**src/rtl/grant_sequencer_pkg.sv**
```systemverilog
// ---------------------------------------------------------------------------
// grant_sequencer_pkg
//
// Purpose:
//   Shared definitions for the grant sequencer slice: the sequencer state
//   encoding and the default client count / burst-length field width used
//   as parameter defaults by grant_sequencer and beat_counter.
//
// Contents:
//   DEFAULT_N    - default number of requesting clients (arbiter width)
//   DEFAULT_LW   - default width of the burst-length field
//   seq_state_t  - sequencer state encoding (IDLE, BUSY, DONE)
// ---------------------------------------------------------------------------
package grant_sequencer_pkg;

  localparam int DEFAULT_N  = 4;
  localparam int DEFAULT_LW = 4;

  // IDLE: waiting for a grant from the external arbiter
  // BUSY: burst beats in progress, counter walking down to zero
  // DONE: single-cycle completion, done pulse on the owner bit
  typedef enum logic [1:0] {
    IDLE = 2'd0,
    BUSY = 2'd1,
    DONE = 2'd2
  } seq_state_t;

endpackage

```
**src/rtl/grant_sequencer_beat_counter.sv**
```systemverilog
// ---------------------------------------------------------------------------
// beat_counter
//
// Purpose:
//   Down-counter that tracks the remaining beats of the current burst.
//   It is loaded with the accepted burst length and then decremented once
//   per BUSY cycle. The counter saturates at zero so that an all-ones
//   burst length yields exactly 2^LW beats and never wraps.
//
// Ports:
//   clk       in   clock, all updates on the rising edge
//   rst_n     in   synchronous active-low reset, clears the count
//   load      in   load load_val into the counter (has priority over dec)
//   dec       in   decrement by one when the count is non-zero
//   load_val  in   LW-bit value to load
//   zero      out  high when the count is zero
// ---------------------------------------------------------------------------
module beat_counter
  import grant_sequencer_pkg::*;
#(
  parameter int LW = DEFAULT_LW
) (
  input  logic          clk,
  input  logic          rst_n,
  input  logic          load,
  input  logic          dec,
  input  logic [LW-1:0] load_val,
  output logic          zero
);

  logic [LW-1:0] count;

  // Count register. Load wins over decrement; the decrement is gated on a
  // non-zero count so the value holds at zero instead of wrapping to all-ones.
  always_ff @(posedge clk) begin
    if (!rst_n) begin
      count <= '0;
    end else if (load) begin
      count <= load_val;
    end else if (dec && (count != '0)) begin
      count <= count - LW'(1);
    end
  end

  assign zero = (count == '0);

endmodule

```
**src/rtl/grant_sequencer.sv**
```systemverilog
// ---------------------------------------------------------------------------
// grant_sequencer
//
// Purpose:
//   Collects one-cycle request strobes from N clients into a registered
//   pending vector, presents that vector to an external fixed-priority
//   arbiter, and accepts the one-hot grant that comes back. An accepted
//   client owns a burst of burst_len+1 beats, after which a one-cycle done
//   pulse is raised on its bit and the sequencer returns to IDLE. Grants
//   that are not one-hot or that name a client without a pending request
//   raise a sticky protocol-error flag and are otherwise ignored.
//
// Ports:
//   clk        in   single clock, rising-edge updates
//   rst_n      in   synchronous active-low reset
//   req_set    in   [N]  per-client one-cycle request strobes
//   burst_len  in   [LW] beats minus one, sampled only on accept
//   gnt        in   [N]  one-hot grant from the external arbiter (from pend)
//   pend       out  [N]  registered pending-request vector
//   owner      out  [N]  one-hot owner of the current burst, zero when idle
//   busy       out  high exactly in state BUSY
//   done       out  [N]  one-cycle pulse on the owner bit in state DONE
//   gnt_err    out  sticky protocol-error flag
// ---------------------------------------------------------------------------
module grant_sequencer
  import grant_sequencer_pkg::*;
#(
  parameter int N  = DEFAULT_N,
  parameter int LW = DEFAULT_LW
) (
  input  logic          clk,
  input  logic          rst_n,
  input  logic [N-1:0]  req_set,
  input  logic [LW-1:0] burst_len,
  input  logic [N-1:0]  gnt,
  output logic [N-1:0]  pend,
  output logic [N-1:0]  owner,
  output logic          busy,
  output logic [N-1:0]  done,
  output logic          gnt_err
);

  seq_state_t   state;
  seq_state_t   state_next;

  logic         gnt_onehot;
  logic         gnt_pending;
  logic         gnt_valid;
  logic         gnt_invalid;

  logic         accept;
  logic         cnt_dec;
  logic         owner_clr;
  logic         err_set;
  logic         cnt_zero;
  logic [N-1:0] pend_clr;

  // Grant qualification. gnt & (gnt-1) clears the lowest set bit, so it is
  // zero only for a single-hot (or zero) vector. A valid grant must also
  // point at a client that actually has a pending request.
  assign gnt_onehot  = (gnt != '0) && ((gnt & (gnt - N'(1))) == '0);
  assign gnt_pending = ((gnt & pend) != '0);
  assign gnt_valid   = gnt_onehot && gnt_pending;
  assign gnt_invalid = (gnt != '0) && !gnt_valid;

  // The bit cleared from pend on accept is exactly the granted bit.
  assign pend_clr = accept ? gnt : '0;

  // State register. Reset forces IDLE, which also aborts any burst in
  // progress without passing through DONE, so no done pulse is produced.
  always_ff @(posedge clk) begin
    if (!rst_n) begin
      state <= IDLE;
    end else begin
      state <= state_next;
    end
  end

  // Next-state and control decode. The grant is only looked at in IDLE;
  // BUSY and DONE ignore it entirely, so a misbehaving arbiter during a
  // burst cannot raise the error flag or steal ownership.
  always_comb begin
    state_next = state;
    accept     = 1'b0;
    cnt_dec    = 1'b0;
    owner_clr  = 1'b0;
    err_set    = 1'b0;

    unique case (state)
      IDLE: begin
        if (gnt_valid) begin
          accept     = 1'b1;
          state_next = BUSY;
        end else if (gnt_invalid) begin
          err_set    = 1'b1;
        end
      end

      // The counter value seen in BUSY is the number of beats still to go
      // after this one, so leaving on zero gives burst_len+1 BUSY cycles.
      BUSY: begin
        if (cnt_zero) begin
          state_next = DONE;
        end else begin
          cnt_dec    = 1'b1;
        end
      end

      DONE: begin
        owner_clr  = 1'b1;
        state_next = IDLE;
      end

      default: begin
        state_next = IDLE;
      end
    endcase
  end

  // Pending vector, owner and error flag. The request strobe is OR-ed in
  // after the accept clear so a client re-requesting in its own accept
  // cycle keeps its pending bit. Requests seen during reset are dropped.
  always_ff @(posedge clk) begin
    if (!rst_n) begin
      pend    <= '0;
      owner   <= '0;
      gnt_err <= 1'b0;
    end else begin
      pend <= (pend & ~pend_clr) | req_set;

      if (accept) begin
        owner <= gnt;
      end else if (owner_clr) begin
        owner <= '0;
      end

      if (err_set) begin
        gnt_err <= 1'b1;
      end
    end
  end

  beat_counter #(
    .LW (LW)
  ) u_beat_counter (
    .clk      (clk),
    .rst_n    (rst_n),
    .load     (accept),
    .dec      (cnt_dec),
    .load_val (burst_len),
    .zero     (cnt_zero)
  );

  // Status outputs are pure decodes of the state register; done mirrors
  // the owner only for the single DONE cycle.
  assign busy = (state == BUSY);
  assign done = (state == DONE) ? owner : '0;

endmodule

```
**config.mk**
```make
export PLATFORM = sky130hd
export DESIGN_NAME = grant_sequencer
export DESIGN_NICKNAME = d
export VERILOG_FILES = /design/src/rtl/grant_sequencer_pkg.sv /design/src/rtl/grant_sequencer_beat_counter.sv /design/src/rtl/grant_sequencer.sv
export SDC_FILE = /design/constraint.sdc
export NUM_CORES = 1
export LEC_CHECK = 0
export ABC_AREA = 1
export CAP_MARGIN = 5
export CORE_MARGIN = 2
export CORE_UTILIZATION = 46
export DETAILED_ROUTE_END_ITERATION = 7
export GPL_TIMING_DRIVEN = 1
export PLACE_DENSITY = 0.88
export SLEW_MARGIN = 20
export SYNTH_ARGS = -nofsm -noshare
export SYNTH_HDL_FRONTEND = slang
export SYNTH_SLANG_ARGS = --single-unit
```
**constraint.sdc**
```tcl
create_clock -name clk -period 3.35 [get_ports clk]
set_input_delay 0.5025 -clock clk [delete_from_list [all_inputs] [get_ports clk]]
set_output_delay 0.5025 -clock clk [all_outputs]
set_load 0.05 [all_outputs]
```
Word level (Yosys, flattened, before mapping) --
Cells that the tools add are included.
Word-level totals: input port bits 14, output and inout bits 14, bits in registers 15, logic and storage cells 47
Cells by class: add/sub/neg operators 2, eq/ne operators 4, bitwise operators 5, reduce and logical (&&, ||, !) cells 14, muxes and demuxes 17
Operator list (count):
- $mux 4 | 6
- $and 4x4->4 | 3
- $reduce_bool 4->1 | 3
- $logic_not 4->1 | 2
- $mux 1 | 8
- $sub 4x1->4 const B | 2
- $logic_and 1x1->1 | 4
- $mux 2 | 2
- $not 4->4 | 1
- $or 4x4->4 | 1
- $pmux 2 s2 | 1
- $reduce_bool 2->1 | 2
- $eq 2x1->1 const B | 1
- $eq 2x2->1 const B | 1
- $logic_not 2->1 | 1
- $ne 2x1->1 const B | 1
- $ne 2x2->1 const B | 1
- $reduce_and 2->1 | 1
- $logic_not 1->1 | 1

Logic depth before layout (Yosys ltp) --
depth in word-level cells 11, mapped depth 9, depth with buffers taken out 9

Modules after synthesis --
Synthesis repeated with hierarchy kept, for this count alone.
Second synthesis, totals: cells, all modules 116, area, all modules 819.5 um^2
By module, submodules not included:
- grant_sequencer | seq. area each 220.2 um^2, cells each 75, area each 545.5 um^2, instances 1
- beat_counter | seq. area each 80.1 um^2, cells each 41, area each 274.0 um^2, instances 1

Least setup slack after synthesis --
OpenSTA, ideal clock, no wires.
path kind register -> output, from register owner[0], to output done[0], data arrival time 1379 ps, path buffers 0, cell stages (with the launch flop) 3, required time 2847 ps, slack 1468 ps, cells stage by stage dfxtp_1 inv_1 nor2_1
Between the ends: word-level cells in the longest chain between the ends 1
RTL lines:
- start, declared | line grant_sequencer.sv:37 | output logic [N-1:0] owner,
- start signal, assigned | line grant_sequencer.sv:132 | owner <= gnt;
- $mux 4 | line grant_sequencer.sv:157 | assign done = (state == DONE) ? owner : '0;
- end, declared | line grant_sequencer.sv:39 | output logic [N-1:0] done,
Every way passes these cells.

Worst setup path in the final report --
from register state[0], to output done[0]
Between the ends: word-level cells in the longest chain between the ends 2
RTL lines:
- start, declared | line grant_sequencer.sv:43 | seq_state_t state;
- start signal, assigned | line grant_sequencer.sv:75 | state <= state_next;
- $eq 2x2->1 | line grant_sequencer.sv:157
- $mux 4 | line grant_sequencer.sv:157
Every way passes these cells.

==> impl_metrics.sql <==
INSERT INTO impl_metrics (metric_group, metric, value, unit) VALUES
('die', 'num_io_pins', '28', ''),
('synthesis', 'synth_top_cell_by_area', 'dfxtp_1', ''),
('die', 'dieArea', '0.00205', 'mm^2'),
('clock_network', 'tritoncts', 'yes', ''),
('worst_setup_path', 'worst-endpoint-required', '2.85', 'ns'),
('worst_setup_path', 'timing_worst_setup_path_type', 'reg -> out', ''),
('finish', 'drive_above_1_share', '0.109', ''),
('grt', 'antenna_found_initial', '0', ''),
('synthesis', 'synth_top_cell_area_share', '0.383', ''),
('worst_setup_path', 'start_kind', 'register', ''),
('power_and_ir_drop', 'power_density', '406', 'mW/mm^2'),
('synthesis', 'synth_most_common_cell', 'nand2_1', ''),
('timing', 'finalCritPeriodShare', '0.705', ''),
('synthesis', 'area_of_the_mapped_netlist', '785', 'um^2'),
('power_and_ir_drop', 'totalPowerFinal', '0.441', 'mW'),
('worst_setup_path', 'critical_path.endpoint_type', 'primary output', ''),
('detailed_routing', 'detailedRoute.firstPassIterationCount', '4', ''),
('synthesis', 'ys_seq_elements', '15', ''),
('timing', 'final_max_tran_viols', '0', ''),
('die', 'chipHeight', '45.3', 'um'),
('clock_network', 'cts_resized', '0', ''),
('clock_network', 'post_cts_buffers', '0', ''),
('worst_setup_path', 'path_delay_family', 'buffers and inverters', ''),
('status', 'run_status', 'completed', ''),
('synthesis', 'ys_top_cells_by_area', 'dfxtp_1 (38%), nand2_1 (8.6%), inv_1 (7.2%)', ''),
('worst_setup_path', 'timing.critical_path.cells', 'inv_1 > nand2_1 > nor2_1 > clkdlybuf4s50_1', ''),
('place', 'placed_cells_incl_taps', '149', ''),
('die', 'initial_core_utilization', '0.503', ''),
('grt', 'grt_overflow_total', '0', ''),
('worst_setup_path', 'worst-path-stages', '4', ''),
('grt', 'grt_max_usage_layer', 'met2', ''),
('synthesis', 'ys_seq_area_frac', '0.383', ''),
('detailed_routing', 'routed_wirelength', '1.85', 'mm'),
('clock_network', 'clock_tree.buffer_depth', '2', ''),
('job', 'timing.max_cap.violations', '0', ''),
('finish', 'diodes', '0', ''),
('finish', 'syn2layout_area_growth', '38.4', '%'),
('worst_setup_path', 'crit_buf_inv', '2', ''),
('die', 'design.core.area', '0.00156', 'mm^2'),
('clock_network', 'cts_root_buf', 'clkbuf_4', ''),
('timing', 'worst_clock_skew', '0.00408', 'ns'),
('timing', 'max_clock_freq', '0.424', 'GHz'),
('finish', 'final_cell_count_without_fillers', '153', ''),
('clock_network', 'cts.sinks', '15', ''),
('timing', 'worst_slew_margin_rel', '0.655', ''),
('worst_setup_path', 'timing.reg2reg.setup_slack', '1.92', 'ns'),
('clock_network', 'clk_transition_reported_paths', '0.09', 'ns'),
('timing', 'max_slew.worst_pin.slew', '0.516', 'ns'),
('detailed_routing', 'detailroute.via_count', '806', ''),
('timing', 'hold_viol_final', '0', ''),
('clock_network', 'clock_tree.htree_level_count', '1', ''),
('die', 'die_width', '45.3', 'um'),
('place', 'io_buf_count', '27', ''),
('worst_setup_path', 'timing.rr.start', 'u_beat_counter.count[0]', ''),
('finish', 'num-nets-final', '153', ''),
('place', 'place_worst_setup_slack', '1.28', 'ns'),
('grt', 'groute.layer.met1.usage', '0.233', ''),
('detailed_routing', 'first_iter_violations', '11', ''),
('worst_setup_path', 'timing.critical_path.slowest_stage_cell', 'clkdlybuf4s50_1', ''),
('synthesis', 'yosys_warnings', '0', ''),
('worst_setup_path', 'critPathMaxStageDelay', '0.83', 'ns'),
('worst_setup_path', 'critical_path_arrival', '1.86', 'ns'),
('place', 'gp_congestion', '0.777', ''),
('synthesis', 'synth.top_cells.by_count', 'nand2_1 (18), dfxtp_1 (15), inv_1 (15)', ''),
('timing', 'finalSetupTns', '0', 'ns'),
('grt', 'number_of_global_route_vias_before_repair', '737', ''),
('grt', 'pin_count_of_the_biggest_net_entering_global_routing', '15', ''),
('worst_setup_path', 'timing.critical_path.to', 'done[0]', ''),
('worst_setup_path', 'worstPathMaxFanout', '8', ''),
('grt', 'grt_util_met2', '0.343', ''),
('power_and_ir_drop', 'power.leakage', '0.436', 'nW');
-- cells by family after synthesis --
| logic type | Yosys count | synth area share |
|---|---|---|
| AOI/OAI and AO/OA | 14 | 0.0957 |
| xor gates and xnor gates | 3 | 0.0335 |
| adders and majority gates | 1 | 0.0159 |
| buffers and inverters | 17 | 0.0909 |
| DFF | 15 | 0.383 |
| and+or+nand+nor | 58 | 0.381 |
-- per-stage QoR --
stage / hold slack (ns) / cell area [um^2]
after global routing: 0.514 / 1090
after CTS: 0.485 / 1090
final: 0.478 / 1090
after floorplan: 0.461 / 785
after global placement: 0.456 / 1060
after detailed placement: 0.462 / 1060
-- final cells by class --
class | count | area, um^2
repair buffers | 27 | 270
fillers | 129 | 473
inverters | 15 | 56.3
clock buffers | 4 | 26.3
multi-input cells | 76 | 413
well taps | 16 | 20.0
flip-flops and latches | 15 | 300
-- metal layers --
| layer | wire length [um] | part of all wire |
|---|---|---|
| met5 | 0 | 0 |
| met2 | 856 | 0.46 |
| met4 | 51 | 0.028 |
| met3 | 124 | 0.067 |
| met1 | 812 | 0.44 |
-- placed cells by master, fill, tap and decap left out --
cell type / netlist / routed
o21ai_1: 1 / 1
inv_1: 15 / 15
nor2_4: 1 / 1
clkbuf_1: 1 / 1
nand3_4: 1 / 1
a21oi_2: 1 / 1
nor2_2: 5 / 5
clkdlybuf4s50_1: 0 / 27
nand2_4: 1 / 1
a21oi_1: 11 / 11
nand2_1: 18 / 18
or2_0: 1 / 1
a31oi_1: 1 / 1
nand4_1: 7 / 7
xor2_1: 3 / 3
nor4_1: 1 / 1
clkbuf_4: 0 / 3
ha_1: 1 / 1
nand2_2: 3 / 3
nand3_1: 8 / 8
nor2_1: 12 / 12
dfxtp_1: 15 / 15
-- registers in the layout, summed over array words and instances (netlist names) --
name and cells:
gnt_err 1, state 2, u_beat_counter.count 4, owner 4
pend 4
-- power breakdown --
| part | total [mW] | internal, mW | leakage [nW] | switching [mW] |
|---|---|---|---|---|
| clock network | 0.104 | 0.0462 | 0.0150 | 0.0581 |
| registers | 0.200 | 0.192 | 0.123 | 0.00870 |
| logic | 0.136 | 0.0521 | 0.297 | 0.0841 |
| total | 0.441 | 0.290 | 0.436 | 0.151 |
-- worst min path at each step --
| stage | end | slack, ns | cells after the start | startpoint |
|---|---|---|---|---|
| 3_5_place_dp | gnt_err | 0.46 | 2 | gnt_err |
| 2_1_floorplan | u_beat_counter.count[1] | 0.46 | 2 | u_beat_counter.count[1] |
| 5_1_grt | gnt_err | 0.51 | 2 | gnt_err |
| 6_report | gnt_err | 0.48 | 2 | gnt_err |
| 4_1_cts | gnt_err | 0.49 | 2 | gnt_err |
| 3_3_place_gp | gnt_err | 0.46 | 2 | gnt_err |
-- worst register-to-register path, delay by kind of cell, from the launching register on --
kind / cells / cell delay, ns
fa+ha+maj: 1 / 0.21
flops: 1 / 0.35
compound gates: 1 / 0.12
simple gates: 5 / 0.62
buf+inv: 1 / 0.06
Power figures use the tool's default switching activity.
